## config.mk

```make
export PLATFORM = sky130hd
export DESIGN_NAME = sc_datapath
export DESIGN_NICKNAME = d
export VERILOG_FILES = /design/src/rtl/sc_datapath_pkg.sv /design/src/rtl/sc_alu.sv /design/src/rtl/sc_datapath.sv
export SDC_FILE = /design/constraint.sdc
export NUM_CORES = 1
export LEC_CHECK = 0
export CAP_MARGIN = 30
export CORE_MARGIN = 4
export CORE_UTILIZATION = 52
export DETAILED_ROUTE_END_ITERATION = 10
export GPL_ROUTABILITY_DRIVEN = 0
export HOLD_SLACK_MARGIN = 0.1
export PLACE_DENSITY = 0.87
export SYNTH_ARGS = -nofsm -noshare
export SYNTH_HDL_FRONTEND = slang
export SYNTH_SLANG_ARGS = --single-unit
```

## constraint.sdc

```tcl
create_clock -name SC_STATEMACHINE_CLOCK_50 -period 11.19 [get_ports SC_STATEMACHINE_CLOCK_50]
set_input_delay 2.238 -clock SC_STATEMACHINE_CLOCK_50 [delete_from_list [all_inputs] [get_ports SC_STATEMACHINE_CLOCK_50]]
set_output_delay 2.238 -clock SC_STATEMACHINE_CLOCK_50 [all_outputs]
set_load 0.01 [all_outputs]
```

## src/rtl/sc_datapath_pkg.sv

```systemverilog
// rtl/sc_datapath_pkg.sv - shared widths and selector encodings for the SC datapath and its controller
package sc_datapath_pkg;

    localparam int SC_BUS_WIDTH       = 8;
    localparam int SC_DECODER_WIDTH   = 3;
    localparam int SC_MUX_WIDTH       = 3;
    localparam int SC_ALU_WIDTH       = 4;
    localparam int SC_SHIFTMODE_WIDTH = 2;

    typedef enum logic [3:0] {
        ALU_PASS = 4'b0000,
        ALU_OR   = 4'b0001,
        ALU_AND  = 4'b0010,
        ALU_NOT  = 4'b0011,
        ALU_XOR  = 4'b0100,
        ALU_ADD  = 4'b1000,
        ALU_SUB  = 4'b1001,
        ALU_INC  = 4'b1010,
        ALU_DEC  = 4'b1011
    } alu_op_e;

    typedef enum logic [2:0] {
        SRC_GEN0  = 3'b000,
        SRC_GEN1  = 3'b001,
        SRC_GEN2  = 3'b010,
        SRC_GEN3  = 3'b011,
        SRC_FIX0  = 3'b100,
        SRC_FIX1  = 3'b101,
        SRC_ZERO0 = 3'b110,
        SRC_ZERO1 = 3'b111
    } mux_src_e;

    typedef enum logic [2:0] {
        DEC_GEN0 = 3'b000,
        DEC_GEN1 = 3'b001,
        DEC_GEN2 = 3'b010,
        DEC_GEN3 = 3'b011,
        DEC_NONE = 3'b100
    } decoder_sel_e;

    typedef enum logic [1:0] {
        SHIFT_HOLD  = 2'b00,
        SHIFT_LEFT  = 2'b01,
        SHIFT_RIGHT = 2'b10,
        SHIFT_HOLD2 = 2'b11
    } shift_mode_e;

endpackage

```

## src/rtl/sc_alu.sv

```systemverilog
// rtl/sc_alu.sv - combinational ALU with carry/overflow/negative/zero flags (active-high)
module sc_alu
    import sc_datapath_pkg::*;
#(
    parameter int DATAWIDTH_BUS           = SC_BUS_WIDTH,
    parameter int DATAWIDTH_ALU_SELECTION = SC_ALU_WIDTH
) (
    input  logic [DATAWIDTH_BUS-1:0]           a,
    input  logic [DATAWIDTH_BUS-1:0]           b,
    input  logic [DATAWIDTH_ALU_SELECTION-1:0] sel,
    output logic [DATAWIDTH_BUS-1:0]           result,
    output logic                               overflow,
    output logic                               carry,
    output logic                               negative,
    output logic                               zero
);

    localparam int MSB = DATAWIDTH_BUS - 1;

    logic [DATAWIDTH_BUS:0]   wide;
    logic [DATAWIDTH_BUS-1:0] operand_b;
    logic                     subtract;
    logic                     arith;

    always_comb begin
        operand_b = b;
        subtract  = 1'b0;
        arith     = 1'b0;
        result    = a;
        overflow  = 1'b0;
        carry     = 1'b0;
        case (sel)
            ALU_OR:  result = a | b;
            ALU_AND: result = a & b;
            ALU_NOT: result = ~a;
            ALU_XOR: result = a ^ b;
            ALU_ADD: arith = 1'b1;
            ALU_SUB: begin arith = 1'b1; subtract = 1'b1; end
            ALU_INC: begin arith = 1'b1; operand_b = DATAWIDTH_BUS'(1); end
            ALU_DEC: begin arith = 1'b1; subtract = 1'b1; operand_b = DATAWIDTH_BUS'(1); end
            default: result = a;
        endcase
        // Ninth bit carries out on add and reads as borrow on subtract.
        wide = subtract ? ({1'b0, a} - {1'b0, operand_b}) : ({1'b0, a} + {1'b0, operand_b});
        if (arith) begin
            result = wide[DATAWIDTH_BUS-1:0];
            carry  = wide[DATAWIDTH_BUS];
            if (subtract)
                overflow = (a[MSB] != operand_b[MSB]) && (wide[MSB] != a[MSB]);
            else
                overflow = (a[MSB] == operand_b[MSB]) && (wide[MSB] != a[MSB]);
        end
        negative = result[MSB];
        zero     = (result == '0);
    end

endmodule

```

## src/rtl/sc_datapath.sv

```systemverilog
// rtl/sc_datapath.sv - register file, bus muxes and shifter around sc_alu for the SC state machine
module sc_datapath
    import sc_datapath_pkg::*;
#(
    parameter int DATAWIDTH_BUS                                = SC_BUS_WIDTH,
    parameter int DATAWIDTH_DECODER_SELECTION                  = SC_DECODER_WIDTH,
    parameter int DATAWIDTH_MUX_SELECTION                      = SC_MUX_WIDTH,
    parameter int DATAWIDTH_ALU_SELECTION                      = SC_ALU_WIDTH,
    parameter int DATAWIDTH_REGSHIFTER_SELECTION               = SC_SHIFTMODE_WIDTH,
    parameter logic [DATAWIDTH_BUS-1:0] REGFIX0_VALUE          = 8'd1,
    parameter logic [DATAWIDTH_BUS-1:0] REGFIX1_VALUE          = 8'd5
) (
    input  logic                                      SC_STATEMACHINE_CLOCK_50,
    input  logic                                      SC_STATEMACHINE_RESET_InHigh,
    input  logic [DATAWIDTH_DECODER_SELECTION-1:0]    SC_DATAPATH_decoderclearselection_InBUS,
    input  logic [DATAWIDTH_DECODER_SELECTION-1:0]    SC_DATAPATH_decoderloadselection_InBUS,
    input  logic [DATAWIDTH_MUX_SELECTION-1:0]        SC_DATAPATH_muxselectionBUSA_InBUS,
    input  logic [DATAWIDTH_MUX_SELECTION-1:0]        SC_DATAPATH_muxselectionBUSB_InBUS,
    input  logic [DATAWIDTH_ALU_SELECTION-1:0]        SC_DATAPATH_aluselection_InBUS,
    input  logic                                      SC_DATAPATH_regSHIFTERclear_InLow,
    input  logic                                      SC_DATAPATH_regSHIFTERload_InLow,
    input  logic [DATAWIDTH_REGSHIFTER_SELECTION-1:0] SC_DATAPATH_regSHIFTERshiftselection_InLow,
    output logic                                      SC_DATAPATH_overflow_OutLow,
    output logic                                      SC_DATAPATH_carry_OutLow,
    output logic                                      SC_DATAPATH_negative_OutLow,
    output logic                                      SC_DATAPATH_zero_OutLow,
    output logic [DATAWIDTH_BUS-1:0]                  SC_DATAPATH_regGEN3_OutBUS,
    output logic [DATAWIDTH_BUS-1:0]                  SC_DATAPATH_regSHIFTER_OutBUS
);

    logic [DATAWIDTH_BUS-1:0] reg_gen [4];
    logic [DATAWIDTH_BUS-1:0] reg_shifter;
    logic [DATAWIDTH_BUS-1:0] bus_a;
    logic [DATAWIDTH_BUS-1:0] bus_b;
    logic [DATAWIDTH_BUS-1:0] alu_result;
    logic                     alu_overflow;
    logic                     alu_carry;
    logic                     alu_negative;
    logic                     alu_zero;

    function automatic logic [DATAWIDTH_BUS-1:0] bus_source(
        input logic [DATAWIDTH_MUX_SELECTION-1:0] sel,
        input logic [DATAWIDTH_BUS-1:0]           gen0,
        input logic [DATAWIDTH_BUS-1:0]           gen1,
        input logic [DATAWIDTH_BUS-1:0]           gen2,
        input logic [DATAWIDTH_BUS-1:0]           gen3
    );
        case (sel)
            SRC_GEN0: return gen0;
            SRC_GEN1: return gen1;
            SRC_GEN2: return gen2;
            SRC_GEN3: return gen3;
            SRC_FIX0: return REGFIX0_VALUE;
            SRC_FIX1: return REGFIX1_VALUE;
            default:  return '0;
        endcase
    endfunction

    always_comb begin
        bus_a = bus_source(SC_DATAPATH_muxselectionBUSA_InBUS,
                           reg_gen[0], reg_gen[1], reg_gen[2], reg_gen[3]);
        bus_b = bus_source(SC_DATAPATH_muxselectionBUSB_InBUS,
                           reg_gen[0], reg_gen[1], reg_gen[2], reg_gen[3]);
    end

    sc_alu #(
        .DATAWIDTH_BUS           (DATAWIDTH_BUS),
        .DATAWIDTH_ALU_SELECTION (DATAWIDTH_ALU_SELECTION)
    ) u_alu (
        .a        (bus_a),
        .b        (bus_b),
        .sel      (SC_DATAPATH_aluselection_InBUS),
        .result   (alu_result),
        .overflow (alu_overflow),
        .carry    (alu_carry),
        .negative (alu_negative),
        .zero     (alu_zero)
    );

    // Clear beats load when both decoders name the same register.
    always_ff @(posedge SC_STATEMACHINE_CLOCK_50 or posedge SC_STATEMACHINE_RESET_InHigh) begin
        if (SC_STATEMACHINE_RESET_InHigh) begin
            for (int i = 0; i < 4; i++)
                reg_gen[i] <= '0;
        end else begin
            for (int i = 0; i < 4; i++) begin
                if (SC_DATAPATH_decoderclearselection_InBUS == DATAWIDTH_DECODER_SELECTION'(i))
                    reg_gen[i] <= '0;
                else if (SC_DATAPATH_decoderloadselection_InBUS == DATAWIDTH_DECODER_SELECTION'(i))
                    reg_gen[i] <= reg_shifter;
            end
        end
    end

    always_ff @(posedge SC_STATEMACHINE_CLOCK_50 or posedge SC_STATEMACHINE_RESET_InHigh) begin
        if (SC_STATEMACHINE_RESET_InHigh)
            reg_shifter <= '0;
        else if (!SC_DATAPATH_regSHIFTERclear_InLow)
            reg_shifter <= '0;
        else if (!SC_DATAPATH_regSHIFTERload_InLow)
            reg_shifter <= alu_result;
        else if (SC_DATAPATH_regSHIFTERshiftselection_InLow == SHIFT_LEFT)
            reg_shifter <= {reg_shifter[DATAWIDTH_BUS-2:0], 1'b0};
        else if (SC_DATAPATH_regSHIFTERshiftselection_InLow == SHIFT_RIGHT)
            reg_shifter <= {1'b0, reg_shifter[DATAWIDTH_BUS-1:1]};
    end

    assign SC_DATAPATH_overflow_OutLow   = ~alu_overflow;
    assign SC_DATAPATH_carry_OutLow      = ~alu_carry;
    assign SC_DATAPATH_negative_OutLow   = ~alu_negative;
    assign SC_DATAPATH_zero_OutLow       = ~alu_zero;
    assign SC_DATAPATH_regGEN3_OutBUS    = reg_gen[3];
    assign SC_DATAPATH_regSHIFTER_OutBUS = reg_shifter;

endmodule

```

# Yosys cells after proc, flatten, opt, wreduce, memory -nomap -nowiden
# Index checks and enable logic that the tools add are counted.
[classes]
mux = 23
eq_ne = 30
reduce_logical = 14
addsub = 2
bitwise = 8
[op_table]
columns = ["operator", "n"]
rows = [
  ["$mux 8", 14],
  ["$pmux 8 s6", 2],
  ["$pmux 8 s4", 1],
  ["$eq 3x2->1 const B", 8],
  ["$eq 4x4->1 const B", 4],
  ["$eq 3x1->1 const B", 4],
  ["$eq 3x3->1 const B", 4],
  ["$logic_not 3->1", 4],
  ["$add 8x8->9", 1],
  ["$mux 9", 1],
  ["$sub 8x8->9", 1],
  ["$and 8x8->8", 1],
  ["$eq 4x2->1 const B", 2],
  ["$logic_not 8->1", 1],
  ["$not 8->8", 1],
  ["$or 8x8->8", 1],
  ["$reduce_bool 2->1", 4],
  ["$xor 8x8->8", 1],
  ["$mux 1", 5],
  ["$eq 4x1->1 const B", 1],
  ["$eq 4x3->1 const B", 1],
  ["$ne 4x2->1 const B", 1],
  ["$not 1->1", 4],
  ["$reduce_or 2->1", 2],
  ["other kinds (6)", 8],
]
[word_totals]
in_bits = 22
register_bits = 40
out_inout_bits = 20

# Longest topological paths before layout
[depth]
ltp_word = 10
depth_mapped = 17
ltp_nobuf = 16

# Modules after synthesis
# Synthesis repeated with hierarchy kept, for this count alone.
[hier_totals]
cells_unflattened = 417
area_unflattened_um2 = 3722.3
[modules_own_cells]
columns = ["mod", "cells_per_inst", "seq_area_each_um2", "instances", "area_per_inst_um2"]
rows = [
  ["sc_datapath", 199, 1001.0, 1, 2275.9],
  ["sc_alu", 218, 0.0, 1, 1446.4],
]

# Worst setup path before layout
# Ideal clock, no wire load.
[synth_path]
kind = "input to output"
startpoint = "input SC_DATAPATH_muxselectionBUSB_InBUS[1]"
endpoint = "output SC_DATAPATH_zero_OutLow"
path_slack_ns = 3.467
arrival_time_ns = 5.485
path_stages = 14
required_ns = 8.952
path_cell_list = "buf_4 -> mux4_2 -> and2_1 -> nand2_1 -> ha_1 -> nand3_1 -> o31a_1 -> a221o_1 -> ha_1 -> or3_1 -> o32ai_1 -> xnor2_1 -> nand3b_1 -> a211o_1"
[synth_via]
elab_chain_cells = 8
[synth_rtl]
columns = ["element", "line", "source"]
rows = [
  ["start: declaration", "sc_datapath.sv:18", "input logic [DATAWIDTH_MUX_SELECTION-1:0] SC_DATAPATH_muxselectionBUSB_InBUS,"],
  ["$eq 3x3->1, or another cell as far along", "sc_datapath.sv:48", "case (sel)"],
  ["$pmux 8 s6 (*)", "sc_datapath.sv:48", ""],
  ["$mux 8", "sc_alu.sv:32", "case (sel)"],
  ["$add 8x8->9 / $sub 8x8->9 (equally long branches)", "sc_alu.sv:44", "wide = subtract ? ({1'b0, a} - {1'b0, operand_b}) : ({1'b0, a} + {1'b0, operand_b});"],
  ["$mux 9", "sc_alu.sv:44", ""],
  ["$mux 8 (*)", "sc_alu.sv:45", "if (arith) begin"],
  ["$logic_not 8->1 (*)", "sc_alu.sv:54", "zero = (result == '0);"],
  ["$not 1->1 (*)", "sc_datapath.sv:111", "assign SC_DATAPATH_zero_OutLow = ~alu_zero;"],
  ["end: declaration", "sc_datapath.sv:26", "output logic SC_DATAPATH_zero_OutLow,"],
]
# Every way passes the cells marked *; elsewhere a longest branch is shown, timed or not.

# Worst setup path in the final report
# Same ends and word-level chain as after synthesis.

==> impl_metrics.tcl <==
set metrics [dict create \
    cp_max_fo 9 \
    powerDensity_nw_per_um2 109 \
    syn-cell-area_um2 3670 \
    num_vias 3548 \
    r2r_cells 15 \
    synth-main-ff-cell "dfrtp_1" \
    yosys.area.top_type "dfrtp_1" \
    yosysSeqAreaShare_pct 27.3 \
    synth_commonest_cells "dfrtp_1, a22o_1, nand2_1" \
    wl_per_cell_um 20.0 \
    synth_nets 460 \
    syn_inst 411 \
    cts_hold_buf 0 \
    fin_util_pct 61.2 \
    syn2layout_area_growth_pct 13.8 \
    grt_use_total_pct 25.8 \
    power_mw 0.457 \
    synth-seq-cells 40 \
    grt_pass1_wl_mm 17.6 \
    synth_cell_types 64 \
    max_stage_delay_ns 0.78 \
    cp_slowest_cell "clkdlybuf4s50_1" \
    core_area_um2 6830 \
    power_frac_seq_pct 37.5 \
    hold_depth 1 \
    drc_errors 0 \
    setup_violations 0 \
    row_count 30 \
    fmax_ghz 0.109 \
    status "complete, no violations" \
    required_ns 8.95 \
    antenna_found_initial 0 \
    irDropWorstVdd_uv 105 \
    synth_most_common_cell "dfrtp_1" \
    p_sw_mw 0.158 \
    final.period_utilization_pct 82.1 \
    dpl_worst_slack_ns 2.06 \
    slew-limit-headroom_pct 40.7 \
    hold_class "register to register" \
    cts_resized 0 \
    die_w_um 92.0 \
    crit_path_cell_trace "clkdlybuf4s50_1 > mux4_2 > and2_1 > nand2_1 > ha_1 > nand3_1 > o31a_1 > a221o_1 > ha_1 > or3_1 > o32ai_1 > xnor2_1 > nand3b_1 > a211o_1 > clkdlybuf4s50_1" \
    dp.final_hpwl_mm 7.75 \
    cp.arrival_ns 6.95 \
    worst_slew_pin_slew_ns 0.889 \
    synthTopCellsByArea "dfrtp_1, ha_1, a22o_1" \
    p_leak_nw 1.90 \
    clk_pin_slew_ns 0.08 \
    drt-initial-drc-count 573 \
    cp-end-kind "primary output" \
    grt_max_degree 41 \
    htreeDepth 2 \
    cts_tree "built" \
    final_hold_viol_count 0 \
    drive_gt1_share_pct 6.68 \
    yosys_warnings 0 \
    drtAntennaViolNets 0 \
    start_util_pct 53.7 \
    clkSinkCount 40 \
    avgSynthCellArea_um2 8.93 \
    rsz0062_at_grt "false" \
    worst_hold_slack_ns 0.552 \
    tns_ns 0 \
    clockBufferDepth 2 \
    synth_edf_count 0 \
    cts_root_buf "clkbuf_8" \
    clock_latency_ns 0.31 \
    post_cts_buffers 0 \
    crit_type "primary input to primary output" \
    start_kind "primary input" \
    layout.nets 482 \
    gr-total-overflow 0 \
    clkPwrFrac_pct 26.4 \
    viasPerCell 6.69 \
    dieArea_um2 8470 \
    period_needed_ns 9.19 \
    synthArstFlopShare_pct 100 \
    yosys.area.top_type_share_pct 27.3 \
    drt-total-wl_mm 10.6 \
    cts_buffers 5 \
    power.share.combinational_pct 36.1 \
    portBuffers 41 \
    worst_slack_ns 2.00 \
    io_pins 42 \
    die_y_um 92.0 \
    fin_skew_ns 0.0133 \
    n_antenna_cell 0 \
    dr.pass1.iters 5 \
    grt_pass1_vias 3338 \
    intPower_mw 0.299 \
    maxCapViolations 0 \
    finalMaxSlewViolations 0 \
    switching_share_pct 34.6 \
]
critical path, delay by kind of cell:
family          cells  cell delay, ns
simple gates        5            1.04
compound gates      4            1.16
fa+ha+maj           2            0.49
mux                 1            0.58
buf+inv             2            1.25
xor+xnor            1            0.19
per-layer routing:
metal	part of all wire (%)	up-vias	track usage (%)
met5	0	-	0
met4	4.3	0	10.8
met3	8.7	56	4.18
met2	47	237	41.5
met1	40	1681	34.6
li1	-	1574	-
registers in the layout, indices dropped and copies added (netlist names):
| register | flops |
|---|---|
| SC_DATAPATH_regSHIFTER_OutBUS | 8 |
| reg_gen | 24 |
| SC_DATAPATH_regGEN3_OutBUS | 8 |
logic make-up (layout without fill, tap and decap cells):
logic type / Yosys count / after routing / synth area share, %
AND/OR/NAND/NOR: 113 / 113 / 16.0
buffers and inverters: 57 / 80 / 7.40
adder cells (fa/ha/maj): 27 / 27 / 9.41
multiplexers: 29 / 29 / 10.6
XOR/XNOR: 6 / 6 / 1.43
flip-flops: 40 / 40 / 27.3
AO/OA/AOI/OAI: 139 / 139 / 27.9
final cells by class:
| type | instances | area [µm²] |
|---|---|---|
| fill | 583 | 2650 |
| multi-input combinational | 314 | 2400 |
| sequential | 40 | 1000 |
| timing repair buffer | 45 | 440 |
| tap | 96 | 120 |
| inverter | 27 | 101 |
| clock buffer | 5 | 68.8 |
| clock inverter | 3 | 47.5 |
power by group through the flow:
stage	clock (mW)	combinational [mW]	sequential (mW)
finish	0.121	0.165	0.171
global route	0.128	0.180	0.173
CTS	0.122	0.161	0.171
detailed placement	0	0.159	0.173
global placement	0	0.155	0.172
floorplan	0	0.115	0.168
final timing paths:
path / startpoint / end / slack [ns]
worst max-delay path: SC_DATAPATH_muxselectionBUSB_InBUS[1] / SC_DATAPATH_zero_OutLow / 2.00
worst min-delay path: reg_gen[27] / reg_gen[27] / 0.55
worst max register to register: reg_gen[24] / SC_DATAPATH_regSHIFTER_OutBUS[7] / 7.39
worst min register to register: reg_gen[27] / reg_gen[27] / 0.55
max in group asynchronous: SC_STATEMACHINE_RESET_InHigh / SC_DATAPATH_regSHIFTER_OutBUS[2] / 8.49
min in group asynchronous: SC_STATEMACHINE_RESET_InHigh / reg_gen[26] / 2.35
layout by cell type, fill, tap and decap left out, types with 4 or more instances in the layout:
cell	count
nor2_1	27
a22o_1	32
nor3_1	5
inv_1	27
mux4_2	8
a21oi_1	18
mux2i_1	21
xnor2_1	5
clkdlybuf4s50_1	41
nand2_1	32
clkbuf_8	5
a31oi_1	5
nor3b_1	4
a21o_1	5
o21a_1	5
o21ai_0	23
ha_1	26
dfrtp_1	40
buf_4	4
o211ai_1	7
o221ai_1	4
o22ai_1	6
nand2b_1	6
nor2b_1	7
and2_1	8
through the flow:
step	std cells	cell area (µm²)
after floorplan	411	3670
after global placement	522	4060
after detailed placement	522	4060
after CTS	530	4180
after global routing	530	4180
final	530	4180
No activity file was read; power rests on OpenSTA's default activity.
==> variant, RTL diff (same settings) <==
Set the package constant `SC_DECODER_WIDTH` to 6 (it was 3).
--- a/src/rtl/sc_datapath_pkg.sv
+++ b/src/rtl/sc_datapath_pkg.sv
@@ -3,5 +3,5 @@
 
     localparam int SC_BUS_WIDTH       = 8;
-    localparam int SC_DECODER_WIDTH   = 3;
+    localparam int SC_DECODER_WIDTH   = 6;
     localparam int SC_MUX_WIDTH       = 3;
     localparam int SC_ALU_WIDTH       = 4;
Interface: changed (resized SC_DATAPATH_decoderclearselection_InBUS and SC_DATAPATH_decoderloadselection_InBUS); port bits go from 42 to 48. No check against the original RTL was run, so the function may have changed too.
==> variant against the original RTL <==
  * Sequential cell count is the same
  * Register-to-register slack gained 0.02 ns
  * Routed wire length shrank 0.71%
  * Clock skew shrank 0.0037 ns
  * Final area grew 5.0%
  * Combinational power shrank 5%
  * Count of clock-buffer cells in the layout grew 2
  * Final cell count grew 7.2%
  * Highest routed layer unchanged
  * Worst setup slack gained 0.12 ns
  * Area after synthesis grew 3.5%
  * Largest power group unchanged
  * Power shrank 0.31%
  * Fmax grew 1.3%
==> variant: results (changes against the original RTL) <==
[metrics] status: finished clean (unchanged)
[metrics] Seq/Total Area, Yosys: 0.2633 (was 0.2727)
[metrics] synth top area cells: sky130_fd_sc_hd__dfrtp_1, sky130_fd_sc_hd__mux2i_1, sky130_fd_sc_hd__ha_1 (was sky130_fd_sc_hd__dfrtp_1, sky130_fd_sc_hd__ha_1, sky130_fd_sc_hd__a22o_1)
[metrics] global routing usage summed across all routing layers: 0.2483 (was 0.2584)
[metrics] fraction of final layout cells sized beyond drive strength 1: 0.04661 (was 0.06682)
[metrics] total routed wirelength: 10.55 mm (was 10.63 mm)
[metrics] transition time at the pin with the least slew margin: 1.013 ns (was 0.8889 ns)
[metrics] CP Launch Point: SC_DATAPATH_muxselectionBUSB_InBUS[0] (was SC_DATAPATH_muxselectionBUSB_InBUS[1])
[metrics] net count after synthesis: 499 (was 460)
[metrics] share of cell area taken by muxes after synthesis: 0.1843 (was 0.1063)
[metrics] vias in the first global route: 3524 (was 3338)
[metrics] clock tree skew after final layout: 0.009577 ns (was 0.01332 ns)
[metrics] complex-gate fraction of the synthesized area: 0.2021 (was 0.2788)
[metrics] clock edge transition at the registers on the reported setup and hold paths: 0.06 ns (was 0.08 ns)
[metrics] commonest cells in the synthesized netlist: sky130_fd_sc_hd__nor2_1, sky130_fd_sc_hd__mux2i_1, sky130_fd_sc_hd__dfrtp_1 (was sky130_fd_sc_hd__dfrtp_1, sky130_fd_sc_hd__a22o_1, sky130_fd_sc_hd__nand2_1)
[metrics] worst-case register-to-register setup slack: 7.41 ns (was 7.39 ns)
[metrics] clock network latency to the later pin of the worst-skew pair: 0.29 ns (was 0.31 ns)
[metrics] hold path startpoint: reg_gen[28] (was reg_gen[27])
[metrics] IO Port Bufs: 47 (was 41)
[metrics] slowest cell on the critical path: sky130_fd_sc_hd__clkdlybuf4s50_1 (unchanged)
[metrics] total leakage power: 0.002131 uW (was 0.001903 uW)
[metrics] global-route wire length before repair: 17.31 mm (was 17.58 mm)
[metrics] Crit Reg-Reg Endpoint: SC_DATAPATH_regSHIFTER_OutBUS[7] (unchanged)
[metrics] data arrival time of the worst path: 6.83 ns (was 6.95 ns)
[metrics] final HPWL from detailed placement: 7.990 mm (was 7.746 mm)
[metrics] capture endpoint of the worst hold path: reg_gen[28] (was reg_gen[27])
[metrics] largest fanout on the critical path: 11 (was 9)
[metrics] source of the worst register-to-register timing path: SC_DATAPATH_regGEN3_OutBUS[0] (was reg_gen[24])
[metrics] number of DRC markers in iteration 0: 308 (was 573)
[metrics] Post-Synth Adder-Cell Area: 0.09085 (was 0.09407)
[metrics] fillcell total: 579 (was 583)
[metrics] count of cells along the worst hold path: 2 (was 1)
[metrics] xor and xnor fraction of the mapped netlist area: 0.01382 (was 0.01431)
[metrics] WHS: 0.5664 ns (was 0.5520 ns)
[metrics] NumNets Final: 526 (was 482)
[metrics] total vias in the final route: 3612 (was 3548)
[metrics] hold crit path type: reg2reg (unchanged)
[metrics] largest voltage drop on the vdd net: 0.08798 mV (was 0.1051 mV)
-- variant: cell count changes in the layout (fill, tap and decap cells not counted), moves of 3 or more --
cell,before,now
sky130_fd_sc_hd__a21o_1,5,2
sky130_fd_sc_hd__o21a_1,5,2
sky130_fd_sc_hd__mux4_1,0,3
sky130_fd_sc_hd__clkdlybuf4s50_1,41,47
sky130_fd_sc_hd__a21oi_1,18,26
sky130_fd_sc_hd__nand2_1,32,24
sky130_fd_sc_hd__and3_1,2,5
sky130_fd_sc_hd__a22o_1,32,1
sky130_fd_sc_hd__nor2_1,27,56
sky130_fd_sc_hd__mux2i_1,21,52
sky130_fd_sc_hd__nand3b_1,1,4
sky130_fd_sc_hd__mux4_2,8,4
sky130_fd_sc_hd__o21ai_0,23,31
sky130_fd_sc_hd__nand2b_1,6,12
-- variant: through the flow --
step | cell area (sq um) | util | power, uW | worst slack (ns) | std cells
global route | 4385 | 0.6315 | 480.5 | 1.760 | 568
CTS | 4385 | 0.6315 | 453.8 | 2.148 | 568
detailed placement | 4259 | 0.6133 | 327.5 | 2.185 | 560
floorplan | 3801 | - | 276.7 | 3.571 | 444
finish | 4385 | 0.6315 | 455.8 | 2.122 | 568
global placement | 4259 | 0.6133 | 321.3 | 2.288 | 560
-- variant: power breakdown --
| part | internal (uW) | switching, uW |
|---|---|---|
| Sequential | 156 | 16.8 |
| Clock | 78.6 | 47.5 |
| Combinational | 72.0 | 84.4 |
-- variant: worst max-delay path: cells and delay by family --
family / cells / cell delay (ns)
AO/OA/AOI/OAI: 6 / 1.35
XOR/XNOR: 1 / 0.27
adder cells (fa/ha/maj): 2 / 0.61
buffers and inverters: 4 / 1.49
multiplexers: 1 / 0.39
AND/OR/NAND/NOR: 4 / 0.46
-- variant: layout make-up --
type,instances,area share
Clock inverter,1,0.006847
Inverter,26,0.02225
Multi-Input combinational cell,348,0.5809
Tap cell,96,0.02739
Sequential cell,40,0.2282
Timing Repair Buffer,50,0.1124
Clock buffer,7,0.02197
-- variant: per-layer routing --
| layer | vias to the layer above | part of all wire | track usage |
|---|---|---|---|
| met5 | - | 0 | 0 |
| met3 | 30 | 0.081 | 0.03862 |
| met1 | 1714 | 0.41 | 0.3276 |
| met4 | 0 | 0.028 | 0.09280 |
| li1 | 1664 | - | - |
| met2 | 204 | 0.48 | 0.4092 |
-- variant: cell families (layout without fill, tap and decap cells) --
kind of cell | count (synthesis) | after routing
xor gates and xnor gates | 6 | 6
AOI/OAI and AO/OA | 117 | 117
and+or+nand+nor | 138 | 138
muxes | 60 | 60
buffers and inverters | 56 | 84
DFF | 40 | 40
adders and majority gates | 27 | 27
